===== src/rtl/alu_decode_stage.sv =====
// Decode stage: turns an RV32I instruction into ALU control, operand selects and immediate,
// buffered by a main/skid register pair so in_ready comes straight from a flop.
module alu_decode_stage #(
  parameter int WIDTH = 32
) (
  input  logic             clk,
  input  logic             reset_n,
  input  logic             flush,
  input  logic             in_valid,
  output logic             in_ready,
  input  logic [31:0]      instr,
  input  logic [WIDTH-1:0] pc_in,
  output logic             out_valid,
  input  logic             out_ready,
  output logic [3:0]       alu_ctrl,
  output logic [1:0]       alu_src_a,
  output logic             alu_src_b,
  output logic [WIDTH-1:0] imm_ext,
  output logic [4:0]       rs1,
  output logic [4:0]       rs2,
  output logic [4:0]       rd,
  output logic             reg_write,
  output logic             illegal,
  output logic [WIDTH-1:0] pc_out
);

  localparam logic [6:0] OPC_OP     = 7'b0110011;
  localparam logic [6:0] OPC_OP_IMM = 7'b0010011;
  localparam logic [6:0] OPC_LOAD   = 7'b0000011;
  localparam logic [6:0] OPC_JALR   = 7'b1100111;
  localparam logic [6:0] OPC_STORE  = 7'b0100011;
  localparam logic [6:0] OPC_BRANCH = 7'b1100011;
  localparam logic [6:0] OPC_LUI    = 7'b0110111;
  localparam logic [6:0] OPC_AUIPC  = 7'b0010111;
  localparam logic [6:0] OPC_JAL    = 7'b1101111;

  localparam logic [3:0] ALU_ADD  = 4'b0000;
  localparam logic [3:0] ALU_SUB  = 4'b0001;
  localparam logic [3:0] ALU_AND  = 4'b0010;
  localparam logic [3:0] ALU_OR   = 4'b0011;
  localparam logic [3:0] ALU_XOR  = 4'b0100;
  localparam logic [3:0] ALU_SLT  = 4'b0101;
  localparam logic [3:0] ALU_SLL  = 4'b0110;
  localparam logic [3:0] ALU_SRL  = 4'b0111;
  localparam logic [3:0] ALU_SRA  = 4'b1000;
  localparam logic [3:0] ALU_SLTU = 4'b1101;

  typedef struct packed {
    logic [3:0]       alu_ctrl;
    logic [1:0]       src_a;
    logic             src_b;
    logic [WIDTH-1:0] imm;
    logic [4:0]       rs1;
    logic [4:0]       rs2;
    logic [4:0]       rd;
    logic             reg_write;
    logic             illegal;
    logic [WIDTH-1:0] pc;
  } entry_t;

  logic [6:0]       opcode;
  logic [2:0]       funct3;
  logic [6:0]       funct7;
  logic [3:0]       base_ctrl;
  logic             alt;
  logic             f7_ok;
  logic             is_shift;
  logic [WIDTH-1:0] imm_i;
  logic [WIDTH-1:0] imm_s;
  logic [WIDTH-1:0] imm_b;
  logic [WIDTH-1:0] imm_u;
  logic [WIDTH-1:0] imm_j;
  logic [WIDTH-1:0] imm_sh;
  entry_t           dec;

  assign opcode   = instr[6:0];
  assign funct3   = instr[14:12];
  assign funct7   = instr[31:25];
  assign alt      = funct7[5];
  assign is_shift = (funct3 == 3'b001) || (funct3 == 3'b101);
  // Only ADD/SUB and SRL/SRA have an alternate encoding; every other funct7 is rejected.
  assign f7_ok    = (funct7 == 7'b0000000) ||
                    ((funct7 == 7'b0100000) && ((funct3 == 3'b000) || (funct3 == 3'b101)));

  assign imm_i  = {{(WIDTH-12){instr[31]}}, instr[31:20]};
  assign imm_s  = {{(WIDTH-12){instr[31]}}, instr[31:25], instr[11:7]};
  assign imm_b  = {{(WIDTH-13){instr[31]}}, instr[31], instr[7], instr[30:25], instr[11:8], 1'b0};
  assign imm_u  = {{(WIDTH-32){instr[31]}}, instr[31:12], 12'b0};
  assign imm_j  = {{(WIDTH-21){instr[31]}}, instr[31], instr[19:12], instr[20], instr[30:21], 1'b0};
  assign imm_sh = {{(WIDTH-5){1'b0}}, instr[24:20]};

  always_comb begin
    base_ctrl = ALU_ADD;
    case (funct3)
      3'b000:  base_ctrl = ALU_ADD;
      3'b001:  base_ctrl = ALU_SLL;
      3'b010:  base_ctrl = ALU_SLT;
      3'b011:  base_ctrl = ALU_SLTU;
      3'b100:  base_ctrl = ALU_XOR;
      3'b101:  base_ctrl = ALU_SRL;
      3'b110:  base_ctrl = ALU_OR;
      default: base_ctrl = ALU_AND;
    endcase
  end

  always_comb begin
    dec           = '0;
    dec.rs1       = instr[19:15];
    dec.rs2       = instr[24:20];
    dec.rd        = instr[11:7];
    dec.pc        = pc_in;
    dec.alu_ctrl  = ALU_ADD;
    dec.reg_write = 1'b1;
    case (opcode)
      OPC_OP: begin
        if (funct3 == 3'b000 && alt)      dec.alu_ctrl = ALU_SUB;
        else if (funct3 == 3'b101 && alt) dec.alu_ctrl = ALU_SRA;
        else                              dec.alu_ctrl = base_ctrl;
        dec.illegal = !f7_ok;
      end
      OPC_OP_IMM: begin
        dec.src_b = 1'b1;
        if (funct3 == 3'b101 && alt) dec.alu_ctrl = ALU_SRA;
        else                         dec.alu_ctrl = base_ctrl;
        dec.imm     = is_shift ? imm_sh : imm_i;
        dec.illegal = is_shift && !f7_ok;
      end
      OPC_LOAD, OPC_JALR: begin
        dec.src_b = 1'b1;
        dec.imm   = imm_i;
      end
      OPC_STORE: begin
        dec.src_b     = 1'b1;
        dec.imm       = imm_s;
        dec.reg_write = 1'b0;
      end
      OPC_BRANCH: begin
        dec.alu_ctrl  = ALU_SUB;
        dec.imm       = imm_b;
        dec.reg_write = 1'b0;
        dec.illegal   = (funct3 == 3'b010) || (funct3 == 3'b011);
      end
      OPC_LUI: begin
        dec.src_a = 2'd2;
        dec.src_b = 1'b1;
        dec.imm   = imm_u;
      end
      OPC_AUIPC: begin
        dec.src_a = 2'd1;
        dec.src_b = 1'b1;
        dec.imm   = imm_u;
      end
      OPC_JAL: begin
        dec.src_a = 2'd1;
        dec.src_b = 1'b1;
        dec.imm   = imm_j;
      end
      default: dec.illegal = 1'b1;
    endcase
    if (dec.illegal) begin
      dec.alu_ctrl  = ALU_ADD;
      dec.reg_write = 1'b0;
    end
    if (dec.rd == 5'd0) dec.reg_write = 1'b0;
  end

  entry_t main_reg;
  entry_t skid_reg;
  logic   main_valid_reg;
  logic   skid_valid_reg;
  logic   accept;
  logic   drain;

  assign in_ready = ~skid_valid_reg;
  assign accept   = in_valid & ~skid_valid_reg;
  assign drain    = main_valid_reg & out_ready;

  // Skid only fills while main is stalled, so main is never empty with skid full.
  always_ff @(posedge clk or negedge reset_n) begin
    if (!reset_n) begin
      main_reg       <= '0;
      skid_reg       <= '0;
      main_valid_reg <= 1'b0;
      skid_valid_reg <= 1'b0;
    end else if (flush) begin
      main_valid_reg <= 1'b0;
      skid_valid_reg <= 1'b0;
    end else if (!main_valid_reg || drain) begin
      if (skid_valid_reg) begin
        main_reg       <= skid_reg;
        main_valid_reg <= 1'b1;
        skid_valid_reg <= 1'b0;
      end else if (accept) begin
        main_reg       <= dec;
        main_valid_reg <= 1'b1;
      end else begin
        main_valid_reg <= 1'b0;
      end
    end else if (accept) begin
      skid_reg       <= dec;
      skid_valid_reg <= 1'b1;
    end
  end

  assign out_valid = main_valid_reg;
  assign alu_ctrl  = main_reg.alu_ctrl;
  assign alu_src_a = main_reg.src_a;
  assign alu_src_b = main_reg.src_b;
  assign imm_ext   = main_reg.imm;
  assign rs1       = main_reg.rs1;
  assign rs2       = main_reg.rs2;
  assign rd        = main_reg.rd;
  assign reg_write = main_reg.reg_write;
  assign illegal   = main_reg.illegal;
  assign pc_out    = main_reg.pc;

endmodule


===== config.mk =====
export PLATFORM = sky130hd
export DESIGN_NAME = alu_decode_stage
export DESIGN_NICKNAME = d
export VERILOG_FILES = /design/src/rtl/alu_decode_stage.sv
export SDC_FILE = /design/constraint.sdc
export NUM_CORES = 1
export LEC_CHECK = 0
export CAP_MARGIN = 0
export CELL_PAD_IN_SITES_DETAIL_PLACEMENT = 2
export CELL_PAD_IN_SITES_GLOBAL_PLACEMENT = 2
export CORE_ASPECT_RATIO = 1.2
export CORE_MARGIN = 5
export CORE_UTILIZATION = 28
export CTS_BUF_LIST = sky130_fd_sc_hd__clkbuf_16
export DETAILED_ROUTE_END_ITERATION = 8
export PLACE_DENSITY_LB_ADDON = 0.15
export SLEW_MARGIN = 10
export SYNTH_ARGS = -nofsm -noshare
export SYNTH_HDL_FRONTEND = slang
export SYNTH_SLANG_ARGS = --single-unit
export TNS_END_PERCENT = 10

===== constraint.sdc =====
create_clock -name clk -period 1.8 [get_ports clk]
set_clock_uncertainty 0.05 [all_clocks]
set_input_delay 0.36 -clock clk [delete_from_list [all_inputs] [get_ports clk]]
set_output_delay 0.36 -clock clk [all_outputs]
set_load 0.02 [all_outputs]

==> impl_metrics.ini <==
[logic_synthesis]
netlist_area_um2 = 7950
synth_area_per_cell_um2 = 9.39
syn_nets = 916
synth_edf_count = 0
async_flop_share = 1.00
synth_flop_cell = dfrtp_1
ys_ff_latch = 178
syn_inst = 847
yosysSeqAreaShare = 0.560
yosys_warnings = 0
ys_types = 58

[final_layout]
final_cell_mix = 251 x nand2_1, 176 x dfrtp_1, 91 x dlygate4sd2_1, 81 x buf_4, 76 x o21ai_0
multi_input_area_um2 = 3350
final_common_cell = nand2_1
drive_above_1_share = 0.158
fill_cells = 3144
regArea_um2 = 4460
instances_no_fill = 1455
largest_register_ffs = 88
area_delta_synth_final_pct = 41.7
nets = 1132
antenna_cells = 0

[clock_tree]
clk_path_buf_depth = 2
cts_buffers = 17
cts_tree = yes
clkTransAtPathRegs_ps = 70
clock_sinks = 178
clock_latency_ps = 430
cts_max_level = 4
cts_root_buffer = clkbuf_16

[timing]
min_period_over_period = 1.01
hold_viol = 0
rsz0062_at_grt = yes
setup_violations = 3
fin_crit_ps = 1830
worst_slew_pin_slew_ps = 441
slew-limit-headroom = 0.705
fin_ws_ps = -26.7
slew_violations = 0
fmax_ghz = 0.547

[place]
dp_hpwl_mm = 20.2
gp_congestion = 0.741
dp_slack_ps = -734
port_buffers = 158
post-place-cells = 1418

[critical_path]
crit_chain = clkdlybuf4s50_1, nor2_4, or3_4, buf_12, or3_4, o21ai_2, a31oi_1
end_kind = flip-flop
cp_slowest_cell = clkdlybuf4s50_1
critical_path_required_ps = 2050
crit_path_max_incr_delay_ps = 560
arrival_ps = 2080
crit_fanout = 16
path_common_cell = or3_4
startpoint_type = primary input
crit_type = in2reg
setup.worst_path.start = in_valid
rr_startpoint = skid_valid_reg

[route]
dr.pass1.iters = 4
drt_iter0_markers = 183
wl_per_cell_um = 19.3
via_count = 7012
viasPerCell = 4.82
ant_nets = 0
drt_wl_total_mm = 28.1
drc = 0

[floorplanning]
core-area_um2 = 28000
initial_core_util = 0.284
die_height_um = 195
num_io_pins = 159
die_x_um = 164
die-area_um2 = 31900
core.rowCount = 67

[global_routing]
globalRouteMet2Util = 0.310
grt_overflow_total = 0
track_usage = 0.180
grt_pass1_vias = 7871
grt_pass1_wl_mm = 45.3
grt.busiest_layer = met2
grt_max_degree = 57
antenna_found_initial = 0
use_met1 = 0.229
grt_util_met3 = 0.0468

[power]
ir_worst_vdd_mv = 0.575
power.density_nw_per_um2 = 963
total_power_mw = 10.8
p_leak_nw = 5.30

[run]
maxCapViolCount = 0

[outcome]
status = finished, violations left
violations = setup timing

[worst_hold_path]
hold_path.class = in2async
[area by class of cell]
class | count | share of cell area
Sequential cell | 178 | 0.396
Tap cell | 379 | 0.0421
Multi-Input combinational cell | 606 | 0.298
Timing Repair Buffer | 257 | 0.212
Clock buffer | 17 | 0.0378
Clock inverter | 15 | 0.0130
Inverter | 3 | 0.00133
[power by group]
part	internal (mW)	switching (mW)	leakage, nW	total, mW
registers	4.65	0.353	2.25	5.00
logic	0.893	1.24	2.76	2.14
clock network	1.96	1.75	0.281	3.71
total	7.50	3.35	5.30	10.8
[cells in the mapped netlist, types with 2 or more instances]
cell	n	area share
nand2_1	251	0.12
dfrtp_1	178	0.56
o21ai_0	89	0.056
mux2i_1	47	0.059
nor2_1	44	0.021
a21oi_1	42	0.026
clkbuf_1	33	0.016
buf_2	15	0.0094
a31oi_1	13	0.010
and3_1	13	0.010
or3_1	13	0.010
a221oi_1	8	0.0088
a22oi_1	8	0.0076
nand3_1	8	0.0050
buf_1	7	0.0033
o31ai_1	7	0.0066
a221o_1	6	0.0076
nand3b_1	4	0.0038
nor2b_1	4	0.0031
a21boi_0	3	0.0028
buf_6	3	0.0042
inv_1	3	0.0014
nand2b_1	3	0.0024
nor3_1	3	0.0019
a211oi_1	2	0.0019
a21o_1	2	0.0019
and2_1	2	0.0016
buf_4	2	0.0019
nand2_2	2	0.0016
o211ai_1	2	0.0019
o21a_1	2	0.0019
or4_1	2	0.0019
[cell families after synthesis]
logic type,share of synthesized area
simple gates,0.194
compound gates,0.150
flops,0.560
buf+inv,0.0359
mux,0.0592
xor+xnor,0.00110
[final timing paths]
path                                endpoint  slack, ps  depth (start not counted)
min in group clk                skid_reg[58]        420                          2
worst min-delay path             imm_ext[27]        360                          2
worst min register to register  skid_reg[58]        420                          2
worst max register to register   imm_ext[20]          0                          6
worst max-delay path             imm_ext[20]        -30                          7
max in group asynchronous       skid_reg[24]        670                          3
[worst max-delay path, delay by kind of cell]
| kind | cells | cell delay, ps |
|---|---|---|
| buffers and inverters | 2 | 740 |
| and+or+nand+nor | 3 | 840 |
| AOI/OAI and AO/OA | 2 | 150 |
[per-layer routing]
metal / vias to the layer above / part of all wire
met5: - / 0
met4: 0 / 0.011
met3: 16 / 0.045
met2: 110 / 0.51
met1: 3561 / 0.44
li1: 3325 / -
[timing repair]
item / in CTS / in global routing
endpoints found under the hold margin: 35 / 0
pin swaps: 3 / 9
gates resized for setup: 111 / 38
endpoints found under the setup margin: 163 / 58
hold buffers: 1 / 0
buffers inserted: 1 / 3
[through the flow]
step	cell area, µm²	utilization	TNS (ps)	hold WS (ps)
finish	11300	0.402	-36.1	364
global placement	10600	0.379	-61860	275
CTS	11100	0.398	-239	380
detailed placement	10600	0.379	-66980	274
floorplan	7970	-	-87.1	14.4
global route	11300	0.402	-293	388
No activity file was read; power rests on OpenSTA's default activity.
